==> config.mk <==
export PLATFORM = sky130hd
export DESIGN_NAME = regfile_wr_arbiter
export DESIGN_NICKNAME = d
export VERILOG_FILES = /design/src/rtl/regfile_wr_arbiter.sv
export SDC_FILE = /design/constraint.sdc
export NUM_CORES = 1
export LEC_CHECK = 0
export CAP_MARGIN = 10
export CORE_UTILIZATION = 60
export CTS_CLUSTER_SIZE = 8
export DETAILED_ROUTE_END_ITERATION = 12
export DONT_BUFFER_PORTS = 1
export PLACE_DENSITY_LB_ADDON = 0.15
export SETUP_SLACK_MARGIN = 0.02
export SYNTH_ARGS = -nofsm -noshare
export SYNTH_HDL_FRONTEND = slang
export SYNTH_SLANG_ARGS = --single-unit
==> constraint.sdc <==
create_clock -name clk -period 5.04 [get_ports clk]
set_input_delay 0.504 -clock clk [delete_from_list [all_inputs] [get_ports clk]]
set_output_delay 0.504 -clock clk [all_outputs]
set_load 0.1 [all_outputs]
==> src/rtl/regfile_wr_arbiter.sv <==
// -----------------------------------------------------------------------------
// regfile_wr_arbiter
//
// Shares the register file's single write port (WE3/A3/WD3) between the
// pipeline writeback stage (primary) and a long-latency unit such as mul/div
// or a load miss (secondary, valid/ready). Secondary results wait in a small
// FIFO; destinations held in that FIFO are reported to the hazard unit so
// decode can stall on RAW/WAW against queued results.
//
// Optional feature macro: WB_ARB_STARVE_GUARD_EN
//   defined     : a starvation counter forces one FIFO drain cycle (wb_stall=1)
//                 after STARVE_MAX consecutive cycles of the pipeline winning
//                 while the FIFO holds results.
//   not defined : strict pipeline priority, wb_stall tied low, no counter.
//
// Parameters
//   XLEN        data width
//   FIFO_DEPTH  secondary result FIFO entries (power of 2, >= 2)
//   STARVE_MAX  consecutive blocked cycles before the starvation guard fires
//
// Ports
//   clk        in   clock, all state updates on posedge
//   rst_n      in   synchronous active-low reset
//   wb_we      in   pipeline writeback request
//   wb_rd      in   pipeline destination register
//   wb_data    in   pipeline writeback data
//   wb_stall   out  hold WB stage this cycle (registered)
//   lu_valid   in   long-latency result valid
//   lu_rd      in   long-latency destination register
//   lu_data    in   long-latency result data
//   lu_ready   out  FIFO can accept (depends on current occupancy only)
//   rf_we      out  regfile WE3 (registered)
//   rf_a3      out  regfile A3 (registered)
//   rf_wd      out  regfile WD3 (registered)
//   q_a1       in   hazard query address 1 (decode rs1)
//   q_a2       in   hazard query address 2 (decode rs2)
//   pend_hit1  out  a queued FIFO entry targets q_a1 (q_a1 != 0), combinational
//   pend_hit2  out  a queued FIFO entry targets q_a2 (q_a2 != 0), combinational
// -----------------------------------------------------------------------------
module regfile_wr_arbiter #(
    parameter int XLEN       = 32,
    parameter int FIFO_DEPTH = 2,
    parameter int STARVE_MAX = 4
) (
    input  logic            clk,
    input  logic            rst_n,
    input  logic            wb_we,
    input  logic [4:0]      wb_rd,
    input  logic [XLEN-1:0] wb_data,
    output logic            wb_stall,
    input  logic            lu_valid,
    input  logic [4:0]      lu_rd,
    input  logic [XLEN-1:0] lu_data,
    output logic            lu_ready,
    output logic            rf_we,
    output logic [4:0]      rf_a3,
    output logic [XLEN-1:0] rf_wd,
    input  logic [4:0]      q_a1,
    input  logic [4:0]      q_a2,
    output logic            pend_hit1,
    output logic            pend_hit2
);

    localparam int PTR_W = $clog2(FIFO_DEPTH);
    localparam int CNT_W = PTR_W + 1;

    // Elaboration-time parameter sanity checks.
    if (FIFO_DEPTH < 2 || (FIFO_DEPTH & (FIFO_DEPTH - 1)) != 0) begin : g_bad_depth
        $error("regfile_wr_arbiter: FIFO_DEPTH must be a power of 2 and >= 2");
    end
    if (STARVE_MAX < 1) begin : g_bad_starve
        $error("regfile_wr_arbiter: STARVE_MAX must be >= 1");
    end

    // FIFO storage (data only, never reset) and control state.
    logic [4:0]            fifo_rd   [FIFO_DEPTH];
    logic [XLEN-1:0]       fifo_data [FIFO_DEPTH];
    logic [FIFO_DEPTH-1:0] fifo_vld;
    logic [PTR_W-1:0]      wr_ptr;
    logic [PTR_W-1:0]      rd_ptr;
    logic [CNT_W-1:0]      count;

    logic fifo_empty;
    logic push;
    logic enq;
    logic wb_grant;
    logic pop;

    // ---- Stage 0: arbitration on current inputs and FIFO state ----
    always_comb begin
        fifo_empty = (count == '0);
        lu_ready   = (count < CNT_W'(FIFO_DEPTH));
        push       = lu_valid && lu_ready;
        // x0 results complete the handshake but never occupy a slot.
        enq        = push && (lu_rd != 5'd0);
        // wb_stall is registered, so this never forms a loop through WB.
        wb_grant   = wb_we && (wb_rd != 5'd0) && !wb_stall;
        // Pop decision uses occupancy before this cycle's push: no bypass.
        pop        = !wb_grant && !fifo_empty;
    end

    // Hazard lookup over queued entries only; the registered in-flight
    // write is already visible to the regfile's own forwarding path.
    always_comb begin
        pend_hit1 = 1'b0;
        pend_hit2 = 1'b0;
        for (int i = 0; i < FIFO_DEPTH; i++) begin
            if (fifo_vld[i] && (fifo_rd[i] == q_a1)) pend_hit1 = 1'b1;
            if (fifo_vld[i] && (fifo_rd[i] == q_a2)) pend_hit2 = 1'b1;
        end
        if (q_a1 == 5'd0) pend_hit1 = 1'b0;
        if (q_a2 == 5'd0) pend_hit2 = 1'b0;
    end

    always_ff @(posedge clk) begin
        if (enq) begin
            fifo_rd[wr_ptr]   <= lu_rd;
            fifo_data[wr_ptr] <= lu_data;
        end
    end

    always_ff @(posedge clk) begin
        if (!rst_n) begin
            wr_ptr   <= '0;
            rd_ptr   <= '0;
            count    <= '0;
            fifo_vld <= '0;
        end else begin
            // Slots touched by pop and enq differ whenever both fire,
            // because enq with a non-empty FIFO cannot reach the head slot.
            if (pop) begin
                fifo_vld[rd_ptr] <= 1'b0;
                rd_ptr           <= rd_ptr + PTR_W'(1);
            end
            if (enq) begin
                fifo_vld[wr_ptr] <= 1'b1;
                wr_ptr           <= wr_ptr + PTR_W'(1);
            end
            case ({enq, pop})
                2'b10:   count <= count + CNT_W'(1);
                2'b01:   count <= count - CNT_W'(1);
                default: count <= count;
            endcase
        end
    end

    // ---- Stage 1: registered write port toward regfile_p ----
    always_ff @(posedge clk) begin
        if (!rst_n) begin
            rf_we <= 1'b0;
            rf_a3 <= 5'd0;
            rf_wd <= '0;
        end else begin
            rf_we <= wb_grant || pop;
            if (wb_grant) begin
                rf_a3 <= wb_rd;
                rf_wd <= wb_data;
            end else if (pop) begin
                rf_a3 <= fifo_rd[rd_ptr];
                rf_wd <= fifo_data[rd_ptr];
            end
        end
    end

`ifdef WB_ARB_STARVE_GUARD_EN
    localparam int SC_W = $clog2(STARVE_MAX + 1);

    logic [SC_W-1:0] starve_cnt;
    logic [SC_W-1:0] starve_inc;

    assign starve_inc = starve_cnt + SC_W'(1);

    // Counts cycles where queued results lose to the pipeline. Reaching
    // STARVE_MAX raises wb_stall for exactly one cycle; in that cycle the
    // pipeline cannot win, the head pops and the count returns to zero.
    always_ff @(posedge clk) begin
        if (!rst_n) begin
            starve_cnt <= '0;
            wb_stall   <= 1'b0;
        end else begin
            wb_stall <= 1'b0;
            if (pop) begin
                starve_cnt <= '0;
            end else if (wb_grant && !fifo_empty) begin
                starve_cnt <= starve_inc;
                wb_stall   <= (starve_inc == SC_W'(STARVE_MAX));
            end
        end
    end
`else
    assign wb_stall = 1'b0;
`endif

endmodule

# After elaboration in Yosys (flattened, before gate mapping)

Memories as Yosys holds them, arrays and structs flattened. A register that Yosys moved wholly into a read port is not among the register bits.
Index checks and enable logic that the tools add are counted.

Equal/unequal tests: 6
Bitwise operators: 3
Mux-type cells: 24
Reduce and logical (&&, ||, !) cells: 20
Magnitude comparators: 5
Add/sub/neg operators: 4

Operator list:

| kind                  | number |
|---|---|
| $mux W32              | 2 |
| $eq A5 B5 Y1          | 4 |
| $mux W1               | 14 |
| $logic_and A1 B1 Y1   | 10 |
| $logic_not A5 Y1      | 2 |
| $mux W5               | 2 |
| $reduce_bool A5 Y1    | 2 |
| $mux W2               | 3 |
| $lt A1 B2 Y1 const B  | 2 |
| $pmux W2 S2           | 1 |
| $reduce_bool A2 Y1    | 2 |
| $add A1 B1 Y1 const B | 2 |
| $add A2 B1 Y2 const B | 1 |
| $and A2 B2 Y2         | 1 |
| $demux W1 S1          | 2 |
| $eq A2 B1 Y1 const B  | 1 |
| $eq A2 B2 Y1 const B  | 1 |
| $ge A1 B1 Y1 const B  | 2 |
| $logic_not A1 Y1      | 2 |
| $logic_not A2 Y1      | 1 |
| $lt A2 B2 Y1 const B  | 1 |
| $not A2 Y2            | 1 |
| $or A2 B2 Y2          | 1 |
| $sub A2 B1 Y2 const B | 1 |
| $logic_or A1 B1 Y1    | 1 |

Memory bits (writable): 74
Logic and storage cells: 71
Output and inout bits: 42
Bits of input ports: 88
Memories kept: 2
Bits in registers: 44

Memory list:

| name      | depth | bits a word | rd ports | clocked after memory_dff | write ports | line | source |
|---|---|---|---|---|---|---|---|
| fifo_data | 2     | 32          | 1        | 1                        | 1           | 77   | `logic [XLEN-1:0] fifo_data [FIFO_DEPTH];` |
| fifo_rd   | 2     | 5           | 3        | 1                        | 1           | 76   | `logic [4:0] fifo_rd [FIFO_DEPTH];` |

# Longest topological paths before layout

Word-level depth: 10
Gate-level depth with buffers: 9
Gate-level depth less buffers: 7

# Worst setup path after synthesis

No wires, ideal clock.

Kind: register -> register
From: register count[1]
To: memory fifo_data[0][0] (enable)
Data required time: 4.607 ns
Setup slack: 1.691 ns
Clock period less this slack: 3.349 ns
Library setup time: 0.433 ns
Stages on the path, launching flop included: 4
Buffers on the path: 0
Arrival: 2.916 ns
Cells stage by stage: dfxtp_1 > inv_1 > o211ai_1 > nor2_1

Word-level cells in the longest chain between the ends: 5

RTL lines:

| item                          | line | source |
|---|---|---|
| from (decl)                   | 81   | `logic [CNT_W-1:0] count;` |
| from (signal assigned)        | 140  | `2'b10: count <= count + CNT_W'(1);` |
| from (signal assigned)        | 141  | `2'b01: count <= count - CNT_W'(1);` |
| from (signal assigned)        | 142  | `default: count <= count;` |
| $lt A2 B2 Y1                  | 92   | `lu_ready = (count < CNT_W'(FIFO_DEPTH));` |
| named net lu_ready            | 54   | `output logic lu_ready,` |
| $logic_and A1 B1 Y1           | 93   | `push = lu_valid && lu_ready;` |
| $logic_and A1 B1 Y1           | 95   | `enq = push && (lu_rd != 5'd0);` |
| $mux W1                       | 116  | `if (enq) begin` |
| $mux W1 (implied by the code) | 118  | `fifo_data[wr_ptr] <= lu_data;` |
| to (decl)                     | 77   |  |

The timed path passes the listed nets, and every way through them passes these cells.

==> flow_summary.toml <==
[outcome]
outcome = "complete, no violations"

[grt]
antenna_found_initial = 0
grt-ovfl-total = 0
grt_max_degree = 52
first_global_vias = 3097
grt_use_total = 0.250
grt_pass1_wl_mm = 15.5

[synthesis]
syn-num-nets = 485
syn_inst = 396
synth_edf_count = 74
synth_warnings = 0
synth.area.top_cells = "edfxtp_1 (46%), dfxtp_1 (19%), mux2i_1 (7.7%), o211ai_1 (5.9%), nand2_1 (5.8%)"
yosysTopAreaCell = "edfxtp_1"
synth_area_mm2 = 0.00482
synth_top_cell_area_share = 0.461
synth_ff_type = "edfxtp_1"
avgSynthCellArea_um2 = 12.2
yosysUniqueCellTypes = 30
async_reset_ff_frac = 0
ys_ff_latch = 119
synth_common_cells = "edfxtp_1 (74), nand2_1 (74), dfxtp_1 (45)"
yosysSeqAreaShare = 0.648

[cells_and_area]
diodes = 0
multi_input_area_mm2 = 0.00159
final_net_count = 483
drive_gt1_frac = 0.103
syn_to_final_growth_pct = 14.2
seqCellArea_mm2 = 0.00312
fill_cells = 548

[timing]
rsz0062_at_grt = "no"
worst_slack_ns = 1.97
fmax_mhz = 325
slew_headroom = 0.202
skew_ns = 0.0156
hold_violations = 0
finalSetupTns_ns = 0
slew_viol_final = 0
setup_viol = 0
fin_crit_sh = 0.610
tightest_slew_ns = 1.20
layout_min_cycle_time_ns = 3.07

[critical_path]
worstSetupStartpointType = "flop"
required_ns = 4.54
endpoint_kind = "output pin"
cp_max_fo = 3
critical_path_arrival_ns = 2.57
path_class = "flop to output pin"

[power]
p_sw_uw = 1380
powerDensity_mw_per_mm2 = 667
leakage_uw = 0.00185
ir_drop_uv = 531
p_int_uw = 2290
p_seq_frac = 0.498
power_frac_comb = 0.167
p_sw_frac = 0.376
pwr-share-clk = 0.334

[clock_tree]
htree_levels = 4
cts_tree = "yes"
cts_buffer_depth = 2
numCtsBuffers = 17
cts_setup_buffers = 0
clk_latency_ns = 0.50
clk_pin_slew_worst_paths_ns = 0.06
ctsRootBufferMaster = "clkbuf_8"
post_cts_resized = 0
cts_sinks = 119
holdBufCountCts = 0

[flow_run]
cap_violations = 0

[routing]
viasPerCell = 5.96
drt-pass1-iter-count = 5
drt_wl_total_mm = 9.90
wl_per_cell_um = 19.4
vias = 3033
drtAntennaViolNets = 0
drt_iter0_markers = 177
drc = 0

[die]
core-area_mm2 = 0.00773
initial_core_util = 0.623
dieArea_mm2 = 0.00839
fp.dieH_um = 91.6
ios = 130
row_count = 32
die_w_um = 91.6

[placement]
place_ws_ns = 2.17
dp_hpwl_mm = 6.19
place_congestion = 0.835
port_buffers = 0

[hold_path]
hold_class = "primary input to flop"
-- through the flow --
stage / instance area (um^2) / total power [uW] / instances / hold slack (ns) / utilization
floorplan: 4820 / 2310 / 396 / 0.480 / -
global placement: 4890 / 2440 / 477 / 0.498 / 0.632
detailed placement: 4890 / 2460 / 477 / 0.515 / 0.632
CTS: 5500 / 3690 / 509 / 0.0718 / 0.712
global route: 5500 / 3820 / 509 / 0.0676 / 0.712
finish: 5500 / 3670 / 509 / 0.0875 / 0.712
-- critical path: stages (launching register included) --
cell and delay [ns]:
edfxtp_1 0.45, xor2_1 0.19, nor4_1 0.32, nand3_1 0.16
a21oi_2 0.94
-- cell type report --
class | instances | area share
timing repair buffer | 4 | 0.00546
clock inverter | 12 | 0.0321
clock buffer | 20 | 0.0792
inverter | 4 | 0.00273
tap | 102 | 0.0232
multi-input combinational | 248 | 0.289
sequential | 119 | 0.568
-- flip-flops by register name (all words and copies together), names as in the netlist, named ones only --
| name | count |
|---|---|
| count | 2 |
| fifo_data | 64 |
| fifo_rd | 10 |
| fifo_vld | 2 |
| rd_ptr | 1 |
| rf_a3 | 5 |
| rf_wd | 32 |
| rf_we | 1 |
| wr_ptr | 1 |
-- cells by family (layout without fill, tap and decap cells) --
| kind of cell | count (synthesis) | in the layout | share of synthesized area |
|---|---|---|---|
| other | 1 | 1 | 0.000778 |
| XOR/XNOR | 23 | 23 | 0.0418 |
| adder cells (fa/ha/maj) | 1 | 1 | 0.00260 |
| AO/OA/AOI/OAI | 88 | 88 | 0.115 |
| AND/OR/NAND/NOR | 98 | 98 | 0.0865 |
| flip-flops | 119 | 119 | 0.648 |
| multiplexers | 37 | 37 | 0.0769 |
| buffers and inverters | 29 | 40 | 0.0280 |
-- layer usage --
layer  vias to the layer above  wire length, um  track usage
li1                       1444                -            -
met1                      1457             4010        0.308
met2                       126             4880        0.394
met3                         6              941        0.105
met4                         0               66       0.0913
met5                         -                0            0
-- cells in the final DEF (no fill, tap or decap), types with 2 or more instances in the layout --
cell type	count
o211ai_1	38
clkinvlp_4	4
mux2i_1	37
bufinv_16	4
xnor2_1	6
nand2_1	74
clkbuf_8	2
or4_1	3
clkinv_1	2
a21oi_2	2
edfxtp_1	74
nand3_1	4
or3_4	2
nor2_1	6
nor2_4	2
nor4_1	4
clkbuf_1	2
o21ai_0	2
a21oi_1	41
inv_1	3
clkbuf_16	16
dfxtp_1	44
xor2_1	17
buf_4	4
-- path summary, 6_finish.rpt --
| kind | start | slack [ns] | cells after the start | to |
|---|---|---|---|---|
| hold reg to reg | count[1] | 0.54 | 2 | count[1] |
| hold / removal | lu_data[25] | 0.09 | 0 | fifo_data[0][25] |
| setup / recovery | fifo_rd[1][2] | 1.97 | 4 | pend_hit2 |
| setup reg to reg | count[1] | 2.16 | 3 | fifo_data[0][21] |
-- power groups by stage --
stage	clock [uW]	combinational [uW]	sequential, uW
floorplan	0	542	1770
global placement	0	604	1840
detailed placement	0	612	1850
CTS	1240	620	1830
global route	1280	688	1850
finish	1230	613	1830
(Power assumes the default switching activity.)
